===== config.mk =====
export PLATFORM = sky130hd
export DESIGN_NAME = lfsr_seq_ctrl_flat
export DESIGN_NICKNAME = d
export VERILOG_FILES = /design/src/rtl/lfsr_seq_ctrl_if.sv /design/src/rtl/lfsr_seq_ctrl.sv /design/src/flat_wrapper.sv
export SDC_FILE = /design/constraint.sdc
export NUM_CORES = 1
export LEC_CHECK = 0
export CAP_MARGIN = 20
export CORE_MARGIN = 2
export CORE_UTILIZATION = 49
export CTS_CLUSTER_DIAMETER = 80
export DETAILED_ROUTE_END_ITERATION = 10
export HOLD_SLACK_MARGIN = 0.1
export PLACE_DENSITY = 0.85
export SLEW_MARGIN = 5
export SYNTH_ARGS = -nofsm -noshare
export SYNTH_HDL_FRONTEND = slang
export SYNTH_SLANG_ARGS = --single-unit

===== constraint.sdc =====
create_clock -name clk -period 2.8 [get_ports clk]
set_input_delay 0.56 -clock clk [delete_from_list [all_inputs] [get_ports clk]]
set_output_delay 0.56 -clock clk [all_outputs]
set_load 0.05 [all_outputs]

===== src/rtl/lfsr_seq_ctrl_if.sv =====
// Control/status bundle between host logic, the LFSR sequencer and the
// LFSR + sample-RAM datapath.
interface lfsr_seq_ctrl_if #(
  parameter int ADDR_W = 14,
  parameter int LFSR_W = 16
);
  logic              start;
  logic              abort;
  logic [ADDR_W-1:0] cfg_len;
  logic [LFSR_W-1:0] cfg_seed;
  logic              mem_rdy;
  logic              lfsr_load;
  logic [LFSR_W-1:0] lfsr_seed;
  logic              lfsr_en;
  logic              mem_we;
  logic [ADDR_W-1:0] mem_addr;
  logic              busy;
  logic              done;
  logic              err;

  modport master (
    output start, abort, cfg_len, cfg_seed, mem_rdy,
    input  lfsr_load, lfsr_seed, lfsr_en, mem_we, mem_addr, busy, done, err
  );

  modport slave (
    input  start, abort, cfg_len, cfg_seed, mem_rdy,
    output lfsr_load, lfsr_seed, lfsr_en, mem_we, mem_addr, busy, done, err
  );
endinterface


===== src/rtl/lfsr_seq_ctrl.sv =====
// LFSR test-pattern sequencer: seeds the LFSR, then steps it once per accepted
// sample write while generating sequential sample-RAM addresses.
module lfsr_seq_ctrl #(
  parameter int ADDR_W  = 14,
  parameter int LFSR_W  = 16,
  parameter int DEF_LEN = 12282
) (
  input  logic clk,
  input  logic rst_n,
  lfsr_seq_ctrl_if.slave bus
);

  typedef enum logic [1:0] {
    S_IDLE,
    S_LOAD,
    S_RUN,
    S_DONE
  } state_t;

  localparam logic [ADDR_W-1:0] DEF_LEN_W = ADDR_W'(DEF_LEN);
  localparam logic [ADDR_W-1:0] ONE       = ADDR_W'(1);

  state_t            state, state_nx;
  logic [ADDR_W-1:0] len_q;
  logic [ADDR_W-1:0] addr_q;
  logic [LFSR_W-1:0] seed_q;
  logic              err_q;
  logic              accept;
  logic              last;
  logic              take_start;
  logic              bad_start;

  assign take_start    = (state == S_IDLE) && bus.start && (bus.cfg_seed != '0);
  assign bad_start     = (state == S_IDLE) && bus.start && (bus.cfg_seed == '0);
  assign bus.mem_addr  = addr_q;
  assign bus.lfsr_seed = seed_q;
  assign bus.err       = err_q;

  always_ff @(posedge clk or negedge rst_n) begin
    if (!rst_n) state <= S_IDLE;
    else        state <= state_nx;
  end

  // Strobes are a pure decode of state (and mem_rdy in RUN), so they drop to
  // zero the instant reset asserts.
  always_comb begin
    state_nx      = state;
    bus.lfsr_load = 1'b0;
    bus.lfsr_en   = 1'b0;
    bus.mem_we    = 1'b0;
    bus.busy      = 1'b0;
    bus.done      = 1'b0;
    accept        = 1'b0;
    last          = 1'b0;
    case (state)
      S_IDLE: begin
        if (take_start) state_nx = S_LOAD;
      end
      S_LOAD: begin
        bus.lfsr_load = 1'b1;
        bus.busy      = 1'b1;
        state_nx      = bus.abort ? S_IDLE : S_RUN;
      end
      S_RUN: begin
        bus.busy    = 1'b1;
        accept      = bus.mem_rdy;
        bus.lfsr_en = accept;
        bus.mem_we  = accept;
        last        = accept && (addr_q == len_q - ONE);
        if (bus.abort)  state_nx = S_IDLE;
        else if (last)  state_nx = S_DONE;
      end
      S_DONE: begin
        bus.done = 1'b1;
        state_nx = S_IDLE;
      end
      default: state_nx = S_IDLE;
    endcase
  end

  always_ff @(posedge clk or negedge rst_n) begin
    if (!rst_n) begin
      len_q  <= '0;
      seed_q <= '0;
      addr_q <= '0;
      err_q  <= 1'b0;
    end else begin
      err_q <= bad_start;
      if (take_start) begin
        len_q  <= (bus.cfg_len == '0) ? DEF_LEN_W : bus.cfg_len;
        seed_q <= bus.cfg_seed;
        addr_q <= '0;
      end else if (accept && !last) begin
        // Final write leaves the address parked on len_q-1.
        addr_q <= addr_q + ONE;
      end
    end
  end

endmodule


===== src/flat_wrapper.sv =====
// flat-port wrapper written by rule: the top's interface ports become plain ports
module lfsr_seq_ctrl_flat 
#(
  parameter int ADDR_W  = 14,
  parameter int LFSR_W  = 16,
  parameter int DEF_LEN = 12282
)
  (clk, rst_n, bus_start, bus_abort, bus_cfg_len, bus_cfg_seed, bus_mem_rdy, bus_lfsr_load, bus_lfsr_seed, bus_lfsr_en, bus_mem_we, bus_mem_addr, bus_busy, bus_done, bus_err);
  lfsr_seq_ctrl_if #(.ADDR_W(ADDR_W), .LFSR_W(LFSR_W)) bus_i ();
  input  logic clk;
  input  logic rst_n;
  input wire logic [$bits(bus_i.start)-1:0] bus_start;
  input wire logic [$bits(bus_i.abort)-1:0] bus_abort;
  input wire logic [$bits(bus_i.cfg_len)-1:0] bus_cfg_len;
  input wire logic [$bits(bus_i.cfg_seed)-1:0] bus_cfg_seed;
  input wire logic [$bits(bus_i.mem_rdy)-1:0] bus_mem_rdy;
  output wire logic [$bits(bus_i.lfsr_load)-1:0] bus_lfsr_load;
  output wire logic [$bits(bus_i.lfsr_seed)-1:0] bus_lfsr_seed;
  output wire logic [$bits(bus_i.lfsr_en)-1:0] bus_lfsr_en;
  output wire logic [$bits(bus_i.mem_we)-1:0] bus_mem_we;
  output wire logic [$bits(bus_i.mem_addr)-1:0] bus_mem_addr;
  output wire logic [$bits(bus_i.busy)-1:0] bus_busy;
  output wire logic [$bits(bus_i.done)-1:0] bus_done;
  output wire logic [$bits(bus_i.err)-1:0] bus_err;
  assign bus_i.start = bus_start;
  assign bus_i.abort = bus_abort;
  assign bus_i.cfg_len = bus_cfg_len;
  assign bus_i.cfg_seed = bus_cfg_seed;
  assign bus_i.mem_rdy = bus_mem_rdy;
  assign bus_lfsr_load = bus_i.lfsr_load;
  assign bus_lfsr_seed = bus_i.lfsr_seed;
  assign bus_lfsr_en = bus_i.lfsr_en;
  assign bus_mem_we = bus_i.mem_we;
  assign bus_mem_addr = bus_i.mem_addr;
  assign bus_busy = bus_i.busy;
  assign bus_done = bus_i.done;
  assign bus_err = bus_i.err;
  lfsr_seq_ctrl #(.ADDR_W(ADDR_W), .LFSR_W(LFSR_W), .DEF_LEN(DEF_LEN)) u_core (.clk(clk), .rst_n(rst_n), .bus(bus_i));
endmodule

# After elaboration in Yosys (flattened, before gate mapping)
# Index checks and enable logic that the tools add are counted.
totals:
  ff_bits: 47
  inputBits: 35
  out_inout_bits: 36
  wordCells: 39
op_classes:
  add_sub_neg: 2
  eq_ne: 6
  muxes: 13
  reduce_logical: 13
op_table:
  columns: ["operator", "n"]
  rows:
  - ["14-bit 2-to-1 mux", 3]
  - ["16-bit zero test", 1]
  - ["16-bit nonzero test", 1]
  - ["14-bit by 1-bit adder with 14-bit output (second input constant)", 1]
  - ["14-bit equality test", 1]
  - ["14-bit zero test", 1]
  - ["14-bit by 1-bit subtractor with 14-bit output (second input constant)", 1]
  - ["2-bit 2-to-1 mux", 4]
  - ["2-bit one-hot mux with 4 select lines", 1]
  - ["1-bit logical AND", 5]
  - ["1-bit 2-to-1 mux", 5]
  - ["2-bit equality test (second input constant)", 2]
  - ["3-bit by 2-bit inequality test with 1-bit output (second input constant)", 1]
  - ["2-bit by 1-bit equality test with 1-bit output (second input constant)", 1]
  - ["2-bit zero test", 1]
  - ["2-bit by 1-bit inequality test with 1-bit output (second input constant)", 1]
  - ["2-bit AND reduction", 1]
  - ["2-bit nonzero test", 1]
  - ["2-bit OR reduction", 1]
  - ["1-bit zero test", 1]

# Logic depth before layout (Yosys ltp)
# Gate-level depths: netlist (run 1).
depth:
  depth_word: 8
  depth_mapped: 11
  ltp_nobuf: 9

# Worst setup path after synthesis (run 1)
# OpenSTA, ideal clock, no wires.
synth_timing:
  kind: "register -> register"
  start: "register u_core.len_q[0]"
  end: "register u_core.addr_q[0] (netlist: u_core.bus.mem_addr[0])"
  setup_ns: 0.136
  arrival_ns: 2.299
  required_time_ns: 2.664
  slack_ns: 0.366
  path_stages_with_launch: 12
  n_path_buf: 2
  synth_period_minus_slack_ns: 2.434
  path_cell_list: "dfrtp_1 > inv_1 > ha_1 > nor2b_1 > or3_1 > a31oi_1 > nand4b_1 > o31ai_4 > buf_6 > buf_12 > xor2_2 > nor2_1"
synth_via:
  elab_chain_len: 7
synth_rtl:
  columns: ["element", "line_no", "source"]
  rows:
  - ["start, declared", "lfsr_seq_ctrl.sv:24", "logic [ADDR_W-1:0] len_q;"]
  - ["start signal, assigned", "lfsr_seq_ctrl.sv:90", "len_q <= (bus.cfg_len == '0) ? DEF_LEN_W : bus.cfg_len;"]
  - ["14-bit by 1-bit subtractor with 14-bit output", "lfsr_seq_ctrl.sv:69", "last = accept && (addr_q == len_q - ONE);"]
  - ["14-bit equality test", "lfsr_seq_ctrl.sv:69", null]
  - ["1-bit logical AND", "lfsr_seq_ctrl.sv:69", null]
  - ["1-bit 2-to-1 mux", "lfsr_seq_ctrl.sv:55", "case (state)"]
  - ["1-bit zero test", "lfsr_seq_ctrl.sv:93", "end else if (accept && !last) begin"]
  - ["1-bit logical AND", "lfsr_seq_ctrl.sv:93", null]
  - ["2-bit nonzero test (no line)", null, null]
  - ["end signal, assigned", "lfsr_seq_ctrl.sv:95", "addr_q <= addr_q + ONE;"]
  - ["end, declared", "lfsr_seq_ctrl.sv:25", "logic [ADDR_W-1:0] addr_q;"]
# Every way passes these cells.
# A chain may end at the register's enable or synchronous reset.

# Worst setup path after layout (run 1)
layout_timing:
  start: "register u_core.len_q[0]"
  end: "register u_core.addr_q[11] (netlist: u_core.bus.mem_addr[11])"
# Same word-level chain as after synthesis.

==> results of run 1 <==
[routing by layer]
layer / GRT usage, % / vias up / routed length, µm
met5: 0 / - / 0
met4: 4.14 / 0 / 50
li1: - / 1228 / -
met3: 5.11 / 6 / 503
met1: 27.5 / 1206 / 2670
met2: 36.9 / 83 / 3310
[final cells by class]
cell class	instances	area (µm²)	share of cell area, %
Multi-Input combinational cell	238	1440	40.0
Timing Repair Buffer	77	756	21.0
Clock buffer	5	68.8	1.92
Clock inverter	3	26.3	0.732
Sequential cell	47	1180	32.8
Inverter	10	37.5	1.05
Tap cell	72	90.1	2.51
[cell usage in the layout, fill, tap and decap left out, drive strengths merged, types with 2 or more instances in the layout]
cell type       n
or3             6
clkbuf          5
nand3b          2
nand2          85
o31ai           5
inv            12
nor4           10
and2            2
nor4b           2
a21oi          10
nor2           11
nand4           3
mux2i           3
nor3            4
nand4b          2
or4             8
xor2            9
clkdlybuf4s50  67
xnor2           7
ha              7
dfrtp          47
o21ai          23
nor2b           5
o211ai          4
nand3          12
and3            3
buf            10
a31oi           2
[sequential cells by signal, summed over array words and instances, names as in the netlist]
register              flops
u_core.bus.err            1
u_core.bus.lfsr_seed     16
u_core.state              2
u_core.len_q             14
u_core.bus.mem_addr      14
[synthesized netlist by cell type (3+ instances only)]
cell      number
or3_1          6
dfrtp_1       47
nand3_1       12
o31ai_1        4
ha_1           7
nand2_1       85
buf_2          5
and3_1         3
nor4_1         9
o21ai_0       20
inv_1         10
nor2b_1        5
o211ai_1       4
a21oi_1        7
nor2_1        11
xnor2_1        7
xor2_1         8
clkbuf_1       7
a21oi_2        3
or4_1          8
nand4_1        3
[critical path: stages (launching register included)]
cell and delay [ns]:
dfrtp_1 0.46, inv_1 0.10, ha_1 0.30, nor4b_4 0.31, a311o_1 0.21, o21ai_0 0.08, nand4b_1 0.18, o31ai_4 0.09
buf_12 0.17, or4_1 0.51, a21oi_1 0.16
[kinds of logic (layout without fill, tap and decap cells)]
family,count (synthesis),after routing,share of synthesized area (%)
multiplexers,4,4,1.64
buffers and inverters,28,95,5.24
adder cells (fa/ha/maj),7,7,3.19
AO/OA/AOI/OAI,53,53,13.0
flip-flops,47,47,42.8
AND/OR/NAND/NOR,158,158,28.7
XOR/XNOR,16,16,5.38
[power groups by stage]
stage / Clock, W / Sequential, W / Combinational (W)
2_1_floorplan: 0 / 0.00149 / 0.000943
3_3_place_gp: 0 / 0.00117 / 0.00176
3_5_place_dp: 0 / 0.00118 / 0.00180
4_1_cts: 0.000440 / 0.00117 / 0.00180
5_1_grt: 0.000477 / 0.00121 / 0.00197
6_report: 0.000434 / 0.00118 / 0.00182
[worst max-delay path by stage]
stage | endpoint | slack [ns]
after global placement | u_core.bus.mem_addr[13]$_DFFE_PN0P_ | 0.23
after CTS | u_core.bus.mem_addr[11]$_DFFE_PN0P_ | 0.15
after detailed placement | u_core.bus.mem_addr[11]$_DFFE_PN0P_ | 0.19
after floorplan | u_core.bus.mem_addr[0]$_DFFE_PN0P_ | 0.37
after global routing | u_core.bus.mem_addr[12]$_DFFE_PN0P_ | -0.02
final | u_core.bus.mem_addr[11]$_DFFE_PN0P_ | 0.15
[stage by stage]
| stage | cell area, µm² | utilization [%] | hold slack (ns) | power, W | cells |
|---|---|---|---|---|---|
| after floorplan | 2750 | - | 0.264 | 0.00244 | 313 |
| after global placement | 3490 | 63.7 | 0.458 | 0.00292 | 444 |
| after detailed placement | 3490 | 63.7 | 0.462 | 0.00297 | 444 |
| after CTS | 3580 | 65.5 | 0.199 | 0.00341 | 452 |
| after global routing | 3590 | 65.6 | 0.200 | 0.00366 | 452 |
| final | 3590 | 65.6 | 0.187 | 0.00343 | 452 |
[timing repair]
item | 4_1_cts | 5_1_grt
buffers inserted | 0 | 0
resized for setup | 0 | 1
setup endpoints to repair | 0 | 3
==> metrics.txt, run 1 <==
clk root buf=clkbuf_8; status=completed; H-tree levels=2; total gr overflow=0; area of the die=6220 µm²; Num CTS Buffers=5; die width=78.9 µm; NetSw=0.00166 W; Mapped Cells=313; detailed-route DRC error count=0; Worst-path clk slew=0.10 ns; Setup violations, final=0; Hold Path Class=input port to asynchronous set/reset pin; Reg2Reg Depth=10; vias per inst=5.58; FMAX=0.377 GHz; Yosys Warn Count=0; initial antenna violation count=0; net count after synthesis=355; area leader, netlist=dfrtp_1; #FFs+latches synth=47; clk sinks=47; worst setup path startpoint=u_core.len_q[0]$_DFFE_PN0P_; Main synth FF type=dfrtp_1; starting density of the core=50.2%; hold bufs inserted after CTS=0; Final Slew Violations=0; Layout area overhead=30.8%; Synth cell types=54; die height=78.9 µm; clock tree buffer depth=2; antenna-violating nets left=0; Setup WS pre-CTS=0.188 ns; largest net degree at the start of global routing=34; Worst Max-Slew Pin Slew=0.492 ns; CTS tree=done; Fin. Hold Viols=0; leakage=1.58 nW; hpwl dp=4840 µm; Diodes inserted=0; register-to-register setup slack=0.15 ns; Peak VDD IR=0.744 mV; clock power share=12.7%; vias in the first global route=2374; nets@finish=421; number of synthesized flops with an enable pin=0; Clock Skews=0.0113 ns; # IOs=71; pwr dens=955 nW/µm²; core area=5470 µm²; wire length per cell=14.4 µm; clk_lat worst skew=0.30 ns; post-synthesis sequential area ratio=42.8%; max_slew headroom=66.4%; final worst-path cycle share=94.8%; Routed WL=6530 µm; power share of the combinational group=53.0%; setup TNS=0 ns; asr flop ratio synth=100%; Max Cap Viol=0; top cells by area, synth=dfrtp_1, nand2_1, o21ai_0; Yosys top cell area share=42.8%; Worst EP arrival=2.88 ns; Tmin final=2.65 ns; Initial DRC Count=146; Reg power frac=34.4%; first-pass GRT wire length=10800 µm; Post-Syn Area=2750 µm²; worst setup margin=0.146 ns; R2R Path Start=u_core.len_q[0]$_DFFE_PN0P_; Sw Ratio=48.4%; reg2reg end=u_core.bus.mem_addr[11]$_DFFE_PN0P_; routed via count=2523; GRT Total Usage=21.3%; Critical Path RT=3.03 ns; Pre-antenna DRT Iters=5; FILL cells=472; Avg Synthesized Cell Area=8.77 µm²; RD Place Congestion=0.925; crit path capture type=flip-flop; critical setup path kind=flip-flop to flip-flop; Buffers on Ports=70; CP max FO=27; FP Rows=27; share of layout cells above drive strength 1=8.42%; Worst Setup Start Kind=flip-flop; Internal=0.00177 W
Note: power is estimated with default switching activity, not from simulation.
==> run 2: changes to the inputs <==
==> constraint.sdc (replaced) <==
create_clock -name clk -period 2.8 [get_ports clk]
set_input_delay 0.56 -clock clk [delete_from_list [all_inputs] [get_ports clk]]
set_output_delay 0.56 -clock clk [all_outputs]
set_load 0.01 [all_outputs]
==> run 2 against run 1 <==
Compared with the run above: register-to-register slack better by 0.04 ns; total power down 13%; critical path depth unchanged; count of clock-buffer cells in the layout unchanged; design area up 0.31%; worst hold slack worse by 0.054 ns; sequential power about the same; die area unchanged; global-route usage up 0.92 points; fmax up 1.5%; clock skew down 0.0026 ns; critical endpoint is now u_core.bus.mem_addr[12]$_DFFE_PN0P_; largest cell class unchanged.
==> metrics.txt, run 2 (synthesis results as in run 1) <==
status=completed; clk root buf=clkbuf_8; Initial DRC Count=126; power share of the combinational group=46.4%; Internal=0.00177 W; routed via count=2494; Tmin final=2.62 ns; area of the die=6220 µm²; antenna-violating nets left=0; commonest non-fill, non-tap cell in the layout=nand2_1; Routed WL=6710 µm; initial antenna violation count=0; Worst-path clk slew=0.09 ns; Layout area overhead=31.2%; GRT Total Usage=22.2%; critical setup path kind=flip-flop to flip-flop; Setup violations, final=0; Fin. Hold Viols=0; RD Place Congestion=0.884; Post-Layout Inst Area=3600 µm²; wire length per cell=14.8 µm; clock tree buffer depth=2; Worst EP arrival=2.86 ns; hpwl dp=4770 µm; detailed-route DRC error count=0; CP max FO=27; starting density of the core=50.2%; largest net degree at the start of global routing=48; Clock Skews=0.00872 ns; Final Slew Violations=0; FMAX=0.382 GHz; die height=78.9 µm; Largest register FFs=16; Sw Ratio=40.7%; Max Cap Viol=0; postcts setup bufs=0; max_slew headroom=72.5%; clk sinks=47; FILL cells=466; final worst-path cycle share=93.4%; H-tree levels=2; die width=78.9 µm; Hold Path Class=input port to asynchronous set/reset pin; hold bufs inserted after CTS=0; share of layout cells above drive strength 1=7.89%; commonest cells after routing, fill and taps aside=nand2_1, clkdlybuf4s50_1, dfrtp_1; CTS tree=done; first-pass GRT wire length=11000 µm; nets@finish=421; setup TNS=0 ns; Worst Setup Start Kind=flip-flop; Pre-antenna DRT Iters=4; vias in the first global route=2393; Reg power frac=39.7%; total gr overflow=0; core area=5470 µm²; clk_lat worst skew=0.31 ns; FP Rows=27; CTS resizes=0; Diodes inserted=0; NetSw=0.00121 W; crit path capture type=flip-flop; # IOs=71; leakage=1.57 nW; Area after DPL=3480 µm²; Reg2Reg Depth=10; Buffers on Ports=70; Critical Path RT=3.04 ns; Num CTS Buffers=5; Worst Max-Slew Pin Slew=0.402 ns; clock power share=13.9%; pwr dens=826 nW/µm²; vias per inst=5.52; Peak VDD IR=0.516 mV
run 2: changes by cell type in the layout (fill, tap and decap cells not counted), sizes merged:
cell / before / now
buf: 10 / 8
clkdlybuf4s50: 67 / 69
clkinvlp: 0 / 2
inv: 12 / 10
run 2: final timing paths:
check                                                startpoint                                   end  slack (ns)
max                                 u_core.len_q[0]$_DFFE_PN0P_   u_core.bus.mem_addr[12]$_DFFE_PN0P_        0.18
min                                                       rst_n    u_core.bus.mem_addr[4]$_DFFE_PN0P_        0.13
max reg2reg                         u_core.len_q[0]$_DFFE_PN0P_   u_core.bus.mem_addr[12]$_DFFE_PN0P_        0.18
min reg2reg                u_core.bus.lfsr_seed[11]$_DFFE_PN0P_  u_core.bus.lfsr_seed[11]$_DFFE_PN0P_        0.48
max in group asynchronous                                 rst_n          u_core.len_q[13]$_DFFE_PN0P_        2.18
min in group clk           u_core.bus.lfsr_seed[11]$_DFFE_PN0P_  u_core.bus.lfsr_seed[11]$_DFFE_PN0P_        0.48
run 2: routing by layer:
layer	wire length (µm)	up-vias	part of all wire, %	track usage (%)
met2	3390	73	51	38.1
met1	2830	1183	42	28.0
met3	384	12	5.7	5.34
li1	-	1226	-	-
met5	0	-	0	0
met4	102	0	1.5	6.72
run 2: power groups by stage:
stage	Sequential (W)	Combinational, W	Clock [W]
2_1_floorplan	0.00114	0.000858	0
3_3_place_gp	0.00117	0.00132	0
3_5_place_dp	0.00118	0.00135	0
4_1_cts	0.00117	0.00137	0.000418
5_1_grt	0.00122	0.00155	0.000437
6_report	0.00118	0.00138	0.000414
run 2: cell type report:
type / instances / area (µm²) / area share, %
Multi-Input combinational cell: 238 / 1440 / 39.9
Sequential cell: 47 / 1180 / 32.7
Timing Repair Buffer: 77 / 773 / 21.5
Tap cell: 72 / 90.1 / 2.50
Clock buffer: 5 / 68.8 / 1.91
Inverter: 10 / 37.5 / 1.04
Clock inverter: 3 / 20.0 / 0.556
run 2: through the flow:
stage	util, %	total power, W	setup slack, ns	hold WS, ns	std cells
final	65.8	0.00298	0.185	0.132	452
after global routing	65.8	0.00320	-0.0343	0.148	452
after CTS	65.3	0.00296	0.209	0.469	451
after detailed placement	63.7	0.00253	0.235	0.463	443
after global placement	63.7	0.00249	0.253	0.456	443
after floorplan	-	0.00200	0.369	0.264	313
run 2: worst max-delay path, cell delays in order, from the launching register on:
cell and delay [ns]:
dfrtp_1 0.45, inv_1 0.11, ha_1 0.30, nor4b_4 0.31, a311o_1 0.21, o21ai_0 0.08
nand4b_1 0.18, o31ai_4 0.10, buf_12 0.17, or4_1 0.50, a21oi_1 0.15
==> run 3: changes to the inputs <==
--- a/config.mk
+++ b/config.mk
@@ -11,8 +11,8 @@
 export CTS_CLUSTER_DIAMETER = 80
 export DETAILED_ROUTE_END_ITERATION = 10
 export HOLD_SLACK_MARGIN = 0.1
-export PLACE_DENSITY = 0.85
-export SLEW_MARGIN = 5
+export PLACE_DENSITY = 0.81
+export SLEW_MARGIN = 20
 export SYNTH_ARGS = -nofsm -noshare
 export SYNTH_HDL_FRONTEND = slang
 export SYNTH_SLANG_ARGS = --single-unit
==> run 3 against run 2 <==
Compared with the run above: setup slack better by 0.024 ns; combinational power about the same; global-route usage up 0.62 points; via count up 0.16%; flip-flop and latch count unchanged; largest power group unchanged; cell count up 0.22%; non-clock buffer count up 1; design area up 1.3%; critical path type unchanged; clock skew down 0.0030 ns; sequential share of layout area down 0.40 points; fmax up 0.94%.
==> metrics.txt, run 3 (synthesis results as in run 1) <==
Max Cap Viol=0; Hold Path Class=input port to asynchronous set/reset pin; hpwl dp=5040 µm; Reg power frac=37.3%; clk root buf=clkbuf_8; critical setup path kind=flip-flop to flip-flop; Peak VDD IR=0.564 mV; Num CTS Buffers=5; Final Slew Violations=0; R2R Path Start=u_core.len_q[0]$_DFFE_PN0P_; H-tree levels=2; worst setup margin=0.209 ns; crit path capture type=flip-flop; clk sinks=47; Routed WL=6710 µm; antenna-violating nets left=0; Sw Ratio=38.4%; Diodes inserted=0; FMAX=0.386 GHz; Pre-antenna DRT Iters=4; commonest cells after routing, fill and taps aside=nand2_1, clkdlybuf4s50_1, dfrtp_1; delay-heaviest family, CP=simple AND/OR/NAND/NOR gates; Critical Path RT=3.03 ns; Worst EP arrival=2.82 ns; Setup WS pre-CTS=0.140 ns; FP Rows=27; hold bufs inserted after CTS=0; clock tree buffer depth=2; Tmin final=2.59 ns; pwr dens=868 nW/µm²; core area=5470 µm²; Largest register FFs=16; vias in the first global route=2461; initial antenna violation count=0; largest net degree at the start of global routing=34; register-to-register setup slack=0.21 ns; Internal=0.00195 W; Buffers on Ports=70; Area after DPL=3500 µm²; CP peak stage delay=0.51 ns; RD Place Congestion=0.881; routed via count=2498; max_slew headroom=58.8%; Initial DRC Count=160; leakage=1.59 nW; starting density of the core=50.2%; clk_lat worst skew=0.30 ns; die width=78.9 µm; clock power share=18.7%; detailed-route DRC error count=0; CP bufs+invs=2; die height=78.9 µm; status=completed; commonest non-fill, non-tap cell in the layout=nand2_1; worst path cell trace=inv_1 -> ha_2 -> nor4b_4 -> a311o_1 -> o21ai_0 -> nand4b_1 -> o31ai_4 -> buf_12 -> or4_1 -> a21oi_1; Worst Setup Start Kind=flip-flop; wire length per cell=14.8 µm; Worst Max-Slew Pin Slew=0.618 ns; Worst-path clk slew=0.09 ns; share of layout cells above drive strength 1=8.40%; RSZ-0062 raised after global routing=no; Layout area overhead=32.9%; # IOs=71; area of the die=6220 µm²; nets@finish=422; first-pass GRT wire length=11300 µm; CP max stage cell=or4_1; vias per inst=5.51; Inst Count DP=445; power share of the combinational group=44.0%; Fin. Hold Viols=0; total gr overflow=0; CP max FO=27; setup TNS=0 ns; Post-Layout Inst Area=3650 µm²; CTS tree=done; final worst-path cycle share=92.5%; GRT Total Usage=22.8%; reg2reg end=u_core.bus.mem_addr[9]$_DFFE_PN0P_; NetSw=0.00122 W; Setup violations, final=0; post-route insts no fill=453; Clock Skews=0.00573 ns; Reg2Reg Depth=10
## run 3: cell types whose count changed in the layout (fill, tap and decap cells not counted)
cell and change:
buf_12 -1, buf_4 +2, bufinv_16 +2, clkinv_2 -1, clkinvlp_4 -1, ha_1 -1
ha_2 +1
## run 3: stage by stage
step,utilization (%),total power [W],hold slack [ns]
global placement,63.9,0.00250,0.458
global route,66.6,0.00340,0.297
finish,66.6,0.00317,0.263
detailed placement,63.9,0.00256,0.461
floorplan,-,0.00200,0.264
CTS,66.4,0.00317,0.284
## run 3: per-layer routing
metal	global-route usage, %	vias to the layer above	routed length, µm
met5	0	-	0
met1	28.5	1180	2640
met2	38.5	83	3440
li1	-	1223	-
met3	6.82	12	513
met4	6.90	0	114
## run 3: how the worst max path moves through the flow
| stage | depth (start not counted) | to | slack [ns] | startpoint |
|---|---|---|---|---|
| 2_1_floorplan | 11 | u_core.bus.mem_addr[0]$_DFFE_PN0P_ | 0.37 | u_core.len_q[0]$_DFFE_PN0P_ |
| 6_report | 10 | u_core.bus.mem_addr[9]$_DFFE_PN0P_ | 0.21 | u_core.len_q[0]$_DFFE_PN0P_ |
| 3_3_place_gp | 6 | u_core.bus.mem_addr[13]$_DFFE_PN0P_ | 0.23 | bus_cfg_seed[1] |
| 4_1_cts | 10 | u_core.bus.mem_addr[9]$_DFFE_PN0P_ | 0.09 | u_core.len_q[0]$_DFFE_PN0P_ |
| 3_5_place_dp | 10 | u_core.bus.mem_addr[9]$_DFFE_PN0P_ | 0.14 | u_core.len_q[0]$_DFFE_PN0P_ |
| 5_1_grt | 10 | u_core.bus.mem_addr[9]$_DFFE_PN0P_ | 0.07 | u_core.len_q[0]$_DFFE_PN0P_ |
## run 3: power groups by stage
stage	sequential (W)	clock (W)	combinational (W)
floorplan	0.00114	0	0.000858
global placement	0.00117	0	0.00133
detailed placement	0.00118	0	0.00137
CTS	0.00118	0.000601	0.00139
global route	0.00122	0.000627	0.00156
finish	0.00118	0.000593	0.00139
## run 3: what timing repair did
| item | 4_1_cts | 5_1_grt |
|---|---|---|
| setup endpoints to repair | 0 | 3 |
| buffers inserted | 0 | 0 |
| resized for setup | 0 | 2 |
## run 3: layout make-up
cell class	count	area (µm²)
clock buffers	5	68.8
well taps	72	90.1
repair buffers	78	768
inverters	10	37.5
flip-flops and latches	47	1180
multi-input cells	238	1440
fillers	450	1830
clock inverters	3	67.6
